==> config.mk <==
export PLATFORM = sky130hd
export DESIGN_NAME = multdiv_sequencer
export DESIGN_NICKNAME = d
export VERILOG_FILES = /design/src/rtl/multdiv_sequencer.sv
export SDC_FILE = /design/constraint.sdc
export NUM_CORES = 1
export LEC_CHECK = 0
export CORE_AREA = 2 2 148 92
export CTS_CLUSTER_SIZE = 12
export DETAILED_ROUTE_END_ITERATION = 8
export DIE_AREA = 0 0 150 94
export MAX_ROUTING_LAYER = met4
export PLACE_DENSITY = 0.76
export SKIP_CTS_REPAIR_TIMING = 1
export SYNTH_ARGS = -nofsm -noshare
export SYNTH_HDL_FRONTEND = slang
export SYNTH_SLANG_ARGS = --single-unit
==> constraint.sdc <==
create_clock -name clock -period 2.2 [get_ports clock]
set_input_delay 0.44 -clock clock [delete_from_list [all_inputs] [get_ports clock]]
set_output_delay 0.44 -clock clock [all_outputs]
set_load 0.02 [all_outputs]
==> src/rtl/multdiv_sequencer.sv <==
// Issues one mult/div request to the shared iterative multdiv unit, stalls the
// pipeline until the unit answers or a timeout expires, then returns the result in one done cycle.
module multdiv_sequencer #(
  parameter int TIMEOUT = 48,
  parameter int CNT_W   = 6
) (
  input  logic        clock,
  input  logic        reset,
  input  logic        flush,
  input  logic        req_valid,
  input  logic        req_op,
  input  logic [31:0] req_a,
  input  logic [31:0] req_b,
  input  logic [4:0]  req_rd,
  output logic [31:0] md_operandA,
  output logic [31:0] md_operandB,
  output logic        md_ctrl_MULT,
  output logic        md_ctrl_DIV,
  input  logic [31:0] md_result,
  input  logic        md_exception,
  input  logic        md_resultRDY,
  output logic        stall,
  output logic        done,
  output logic [31:0] result,
  output logic [4:0]  result_rd,
  output logic        exception,
  output logic [31:0] rstatus,
  output logic        timeout
);

  typedef enum logic [1:0] {S_IDLE, S_START, S_WAIT, S_DONE} state_e;

  localparam logic [CNT_W-1:0] CNT_LAST = CNT_W'(TIMEOUT - 1);

  state_e            state_q, state_d;
  logic [CNT_W-1:0]  cnt_q, cnt_d;
  logic              op_q, op_d;
  logic [31:0]       a_q, a_d, b_q, b_d;
  logic [4:0]        rd_q, rd_d;
  logic [31:0]       res_q, res_d;
  logic              exc_q, exc_d;
  logic [31:0]       rstatus_q, rstatus_d;
  logic              done_q, done_d;
  logic              tmo_q, tmo_d;
  logic              mult_q, mult_d;
  logic              div_q, div_d;
  logic [31:0]       exc_status;

  // Cause code reported when the op faults or times out: 4 for mult, 5 for div.
  assign exc_status = op_q ? 32'd5 : 32'd4;

  always_comb begin
    // NOTE: every _d starts from its held value (pulses from 0) so no branch can infer a latch.
    state_d   = state_q;
    cnt_d     = cnt_q;
    op_d      = op_q;
    a_d       = a_q;
    b_d       = b_q;
    rd_d      = rd_q;
    res_d     = res_q;
    exc_d     = exc_q;
    rstatus_d = rstatus_q;
    done_d    = 1'b0;
    tmo_d     = 1'b0;
    mult_d    = 1'b0;
    div_d     = 1'b0;

    if (flush) begin
      state_d = S_IDLE;
      cnt_d   = '0;
    end else begin
      unique case (state_q)
        S_IDLE: begin
          if (req_valid) begin
            op_d    = req_op;
            a_d     = req_a;
            b_d     = req_b;
            rd_d    = req_rd;
            mult_d  = ~req_op;
            div_d   = req_op;
            state_d = S_START;
          end
        end
        S_START: begin
          // Any ready seen here belongs to an earlier, abandoned op.
          cnt_d   = '0;
          state_d = S_WAIT;
        end
        S_WAIT: begin
          cnt_d = cnt_q + CNT_W'(1);
          if (md_resultRDY) begin
            res_d     = md_result;
            exc_d     = md_exception;
            rstatus_d = md_exception ? exc_status : 32'd0;
            done_d    = 1'b1;
            state_d   = S_DONE;
          end else if (cnt_q == CNT_LAST) begin
            res_d     = 32'd0;
            exc_d     = 1'b1;
            rstatus_d = exc_status;
            tmo_d     = 1'b1;
            done_d    = 1'b1;
            state_d   = S_DONE;
          end
        end
        S_DONE: begin
          state_d = S_IDLE;
        end
        default: state_d = S_IDLE;
      endcase
    end
  end

  always_ff @(posedge clock) begin
    // NOTE: reset is synchronous and clears the operand/result latches too, so every output reads 0.
    if (!reset) begin
      state_q   <= S_IDLE;
      cnt_q     <= '0;
      op_q      <= 1'b0;
      a_q       <= '0;
      b_q       <= '0;
      rd_q      <= '0;
      res_q     <= '0;
      exc_q     <= 1'b0;
      rstatus_q <= '0;
      done_q    <= 1'b0;
      tmo_q     <= 1'b0;
      mult_q    <= 1'b0;
      div_q     <= 1'b0;
    end else begin
      // NOTE: non-blocking assignments so every flop samples the pre-edge values.
      state_q   <= state_d;
      cnt_q     <= cnt_d;
      op_q      <= op_d;
      a_q       <= a_d;
      b_q       <= b_d;
      rd_q      <= rd_d;
      res_q     <= res_d;
      exc_q     <= exc_d;
      rstatus_q <= rstatus_d;
      done_q    <= done_d;
      tmo_q     <= tmo_d;
      mult_q    <= mult_d;
      div_q     <= div_d;
    end
  end

  assign stall        = (state_q == S_IDLE && req_valid) || state_q == S_START || state_q == S_WAIT;
  assign md_operandA  = a_q;
  assign md_operandB  = b_q;
  assign md_ctrl_MULT = mult_q;
  assign md_ctrl_DIV  = div_q;
  assign done         = done_q;
  assign timeout      = tmo_q;
  assign result       = res_q;
  assign result_rd    = rd_q;
  assign exception    = exc_q;
  assign rstatus      = rstatus_q;

endmodule

==> results.sh <==
export IMPL_final_cell_mix="clkdlybuf4s50_1, nand2_1, dfxtp_1"
export IMPL_cts_htree_levels=4
export IMPL_reg2reg_to="rstatus[2]"
export IMPL_cp_slowest_cell="o21ai_4"
export IMPL_whs_ps=407
export IMPL_ant_nets=0
export IMPL_rsz0062_at_grt="false"
export IMPL_syn2layout_area_growth_pct=58.8
export IMPL_synth_xor_area_share=0.00563
export IMPL_fin_setup_tns_ps=0
export IMPL_nNetsFinal=867
export IMPL_synth_area_leader_cell="dfxtp_1"
export IMPL_fmax_mhz=509
export IMPL_synthAdderAreaFrac=0.0134
export IMPL_viasPerCell=4.60
export IMPL_io_pins=247
export IMPL_clock_sinks=116
export IMPL_grt_use_total=0.186
export IMPL_hold_path_class="input pin to flop"
export IMPL_outcome="finished, final reports clean"
export IMPL_grt_start_max_net_pins=81
export IMPL_drt_total_wl_mm=13.0
export IMPL_max_cap_violations=0
export IMPL_initial_core_util=0.369
export IMPL_drt_iter0_drc=116
export IMPL_max_slew_margin=0.412
export IMPL_critical_path_max_stage_delay_ps=700
export IMPL_place_gp_congestion=0.854
export IMPL_finalHoldViolations=0
export IMPL_grt_pass1_wl_mm=20.1
export IMPL_numCtsBuffers=17
export IMPL_cp_startpoint="state_q[0]"
export IMPL_synth_cell_area_mm2=0.00466
export IMPL_instances_no_fill=937
export IMPL_start_kind="flop"
export IMPL_vias=4314
export IMPL_postSynthRegisterBits=116
export IMPL_cp_max_fo=36
export IMPL_grt_pass1_vias=4084
export IMPL_drive_gt1_frac=0.0652
export IMPL_die_x_um=150
export IMPL_post_synth_cell_area_avg_um2=8.50
export IMPL_postLayoutSetupSlackWorst_ps=237
export IMPL_r2r_start="state_q[0]"
export IMPL_wl_per_cell_um=13.9
export IMPL_synth_compound_area_frac=0.180
export IMPL_cp_end_kind="flop"
export IMPL_clk_pin_slew_worst_paths_ps=60
export IMPL_synth_cell_type_count=37
export IMPL_coreArea_mm2=0.0127
export IMPL_hpwlAfterDp_mm=9.44
export IMPL_setup_viol=0
export IMPL_drv_slew=0
export IMPL_overflow=0
export IMPL_clock_skew_ps=8.55
export IMPL_first_pass_iters=5
export IMPL_yosys_area_share_simple=0.203
export IMPL_cts_root_buf="clkbuf_16"
export IMPL_required_ps=2540
export IMPL_clockBufferDepth=2
export IMPL_finalCritPeriodShare=0.892
export IMPL_synth_area_mux_share=0
export IMPL_period_minus_slack_ps=1960
export IMPL_dpl_worst_slack_ps=21.3
export IMPL_die_y_um=94
export IMPL_dp_cells=905
export IMPL_crit_type="flop to flop"
export IMPL_post_synth_top_area_fraction=0.498
export IMPL_port_buffers=216
export IMPL_leakage_uw=0.00275
export IMPL_synth_top_family_by_area="simple AND/OR/NAND/NOR gates"
export IMPL_synthTopCellsByArea="dfxtp_1, nand2_1, a21boi_0, buf_4, o22ai_1"
export IMPL_power_density_mw_per_mm2=766
export IMPL_antenna_found_initial=0
export IMPL_netlist_instances=549
export IMPL_cts_tree="yes"
export IMPL_antenna_cells=0
export IMPL_ys_warn_count=0
export IMPL_worstPathCellList="inv_1, ha_2, nand3b_1, o21ai_4, o221a_2"
export IMPL_hold_path_end="md_operandA[0]"
export IMPL_reg2reg_depth=5
export IMPL_hold_depth=2
export IMPL_worst_hold_startpoint="reset"
export IMPL_insertion_delay_ps=400
export IMPL_ys_seq_area_frac=0.498
export IMPL_row_count=32
export IMPL_ir_worst_vdd_v=0.000502
export IMPL_arrival_ps=2300
export IMPL_tightestPinTransition_ps=879
export IMPL_drc=0
export IMPL_final_common_cell="clkdlybuf4s50_1"
export IMPL_r2r_setup_slack_ps=240
export IMPL_dieArea_mm2=0.0141
[synthesized netlist by cell type]
cell,number
buf_4,39
o221a_2,1
a41oi_1,1
o21ai_4,1
or2_1,1
clkbuf_1,6
xor2_1,3
inv_1,4
o41ai_1,1
buf_2,20
and3_1,1
nor2_1,5
ha_1,5
nor2_4,1
o21ai_0,4
nand4_1,3
dfxtp_1,116
a21boi_0,54
nand2_1,212
nor2b_1,3
nand4b_1,1
a21boi_1,16
o311a_1,1
a21oi_1,3
nand3_1,1
o211ai_1,1
nand2b_1,2
buf_6,3
or3_1,1
o22ai_2,1
conb_1,1
nand3b_2,1
and2_2,1
nand3b_1,2
o22ai_1,31
o2111ai_1,1
nor3_1,1
[sequential cells by signal, summed over array words and instances, names as in the netlist, 2 cells and up]
register     count
result_rd        5
rstatus          2
md_operandB     32
md_operandA     32
result          32
state_q          2
cnt_q            6
[where the power goes]
part | switching [uW] | internal [uW]
clock network | 960 | 1800
registers | 33.9 | 2170
logic | 345 | 361
[stage by stage]
step / utilization / power [uW] / cell area [um^2]
2_1_floorplan: - / 2610 / 4770
3_3_place_gp: 0.538 / 2940 / 6800
3_5_place_dp: 0.538 / 2960 / 6800
4_1_cts: 0.585 / 5750 / 7400
5_1_grt: 0.585 / 5900 / 7410
6_report: 0.585 / 5670 / 7410
[cells by family after synthesis]
family,count (synthesis)
other,1
AOI/OAI and AO/OA,116
and+or+nand+nor,236
buffers and inverters,72
DFF,116
xor gates and xnor gates,3
adders and majority gates,5
[worst max-delay path: cells and delay by family (launching register included)]
kind                     cells  cell delay [ps]
AO/OA/AOI/OAI                2             1040
flip-flops                   1              320
adder cells (fa/ha/maj)      1              290
AND/OR/NAND/NOR              1              140
buffers and inverters        1              120
[routing by layer]
| layer | up-vias | share of wire | global-route usage |
|---|---|---|---|
| met1 | 1999 | 0.44 | 0.232 |
| met2 | 148 | 0.48 | 0.298 |
| li1 | 2157 | - | - |
| met3 | 10 | 0.082 | 0.0612 |
| met5 | - | 0 | - |
| met4 | 0 | 0.0051 | 0.0385 |
[how the worst max path moves through the flow]
stage,endpoint,cells past startpoint,slack (ps)
2_1_floorplan,cnt_q[5],5,790
3_3_place_gp,rstatus[0],5,20
3_5_place_dp,rstatus[0],5,20
4_1_cts,stall,5,-220
5_1_grt,rstatus[0],6,40
6_report,rstatus[2],5,240
[final cells by class]
| class | count | area (um^2) |
|---|---|---|
| multi-input cells | 390 | 1990 |
| clock buffers | 18 | 439 |
| fillers | 1098 | 5250 |
| repair buffers | 225 | 2270 |
| inverters | 4 | 15.0 |
| flip-flops and latches | 116 | 2320 |
| well taps | 170 | 213 |
| clock inverters | 14 | 161 |
No activity file was read; power rests on OpenSTA's default activity.
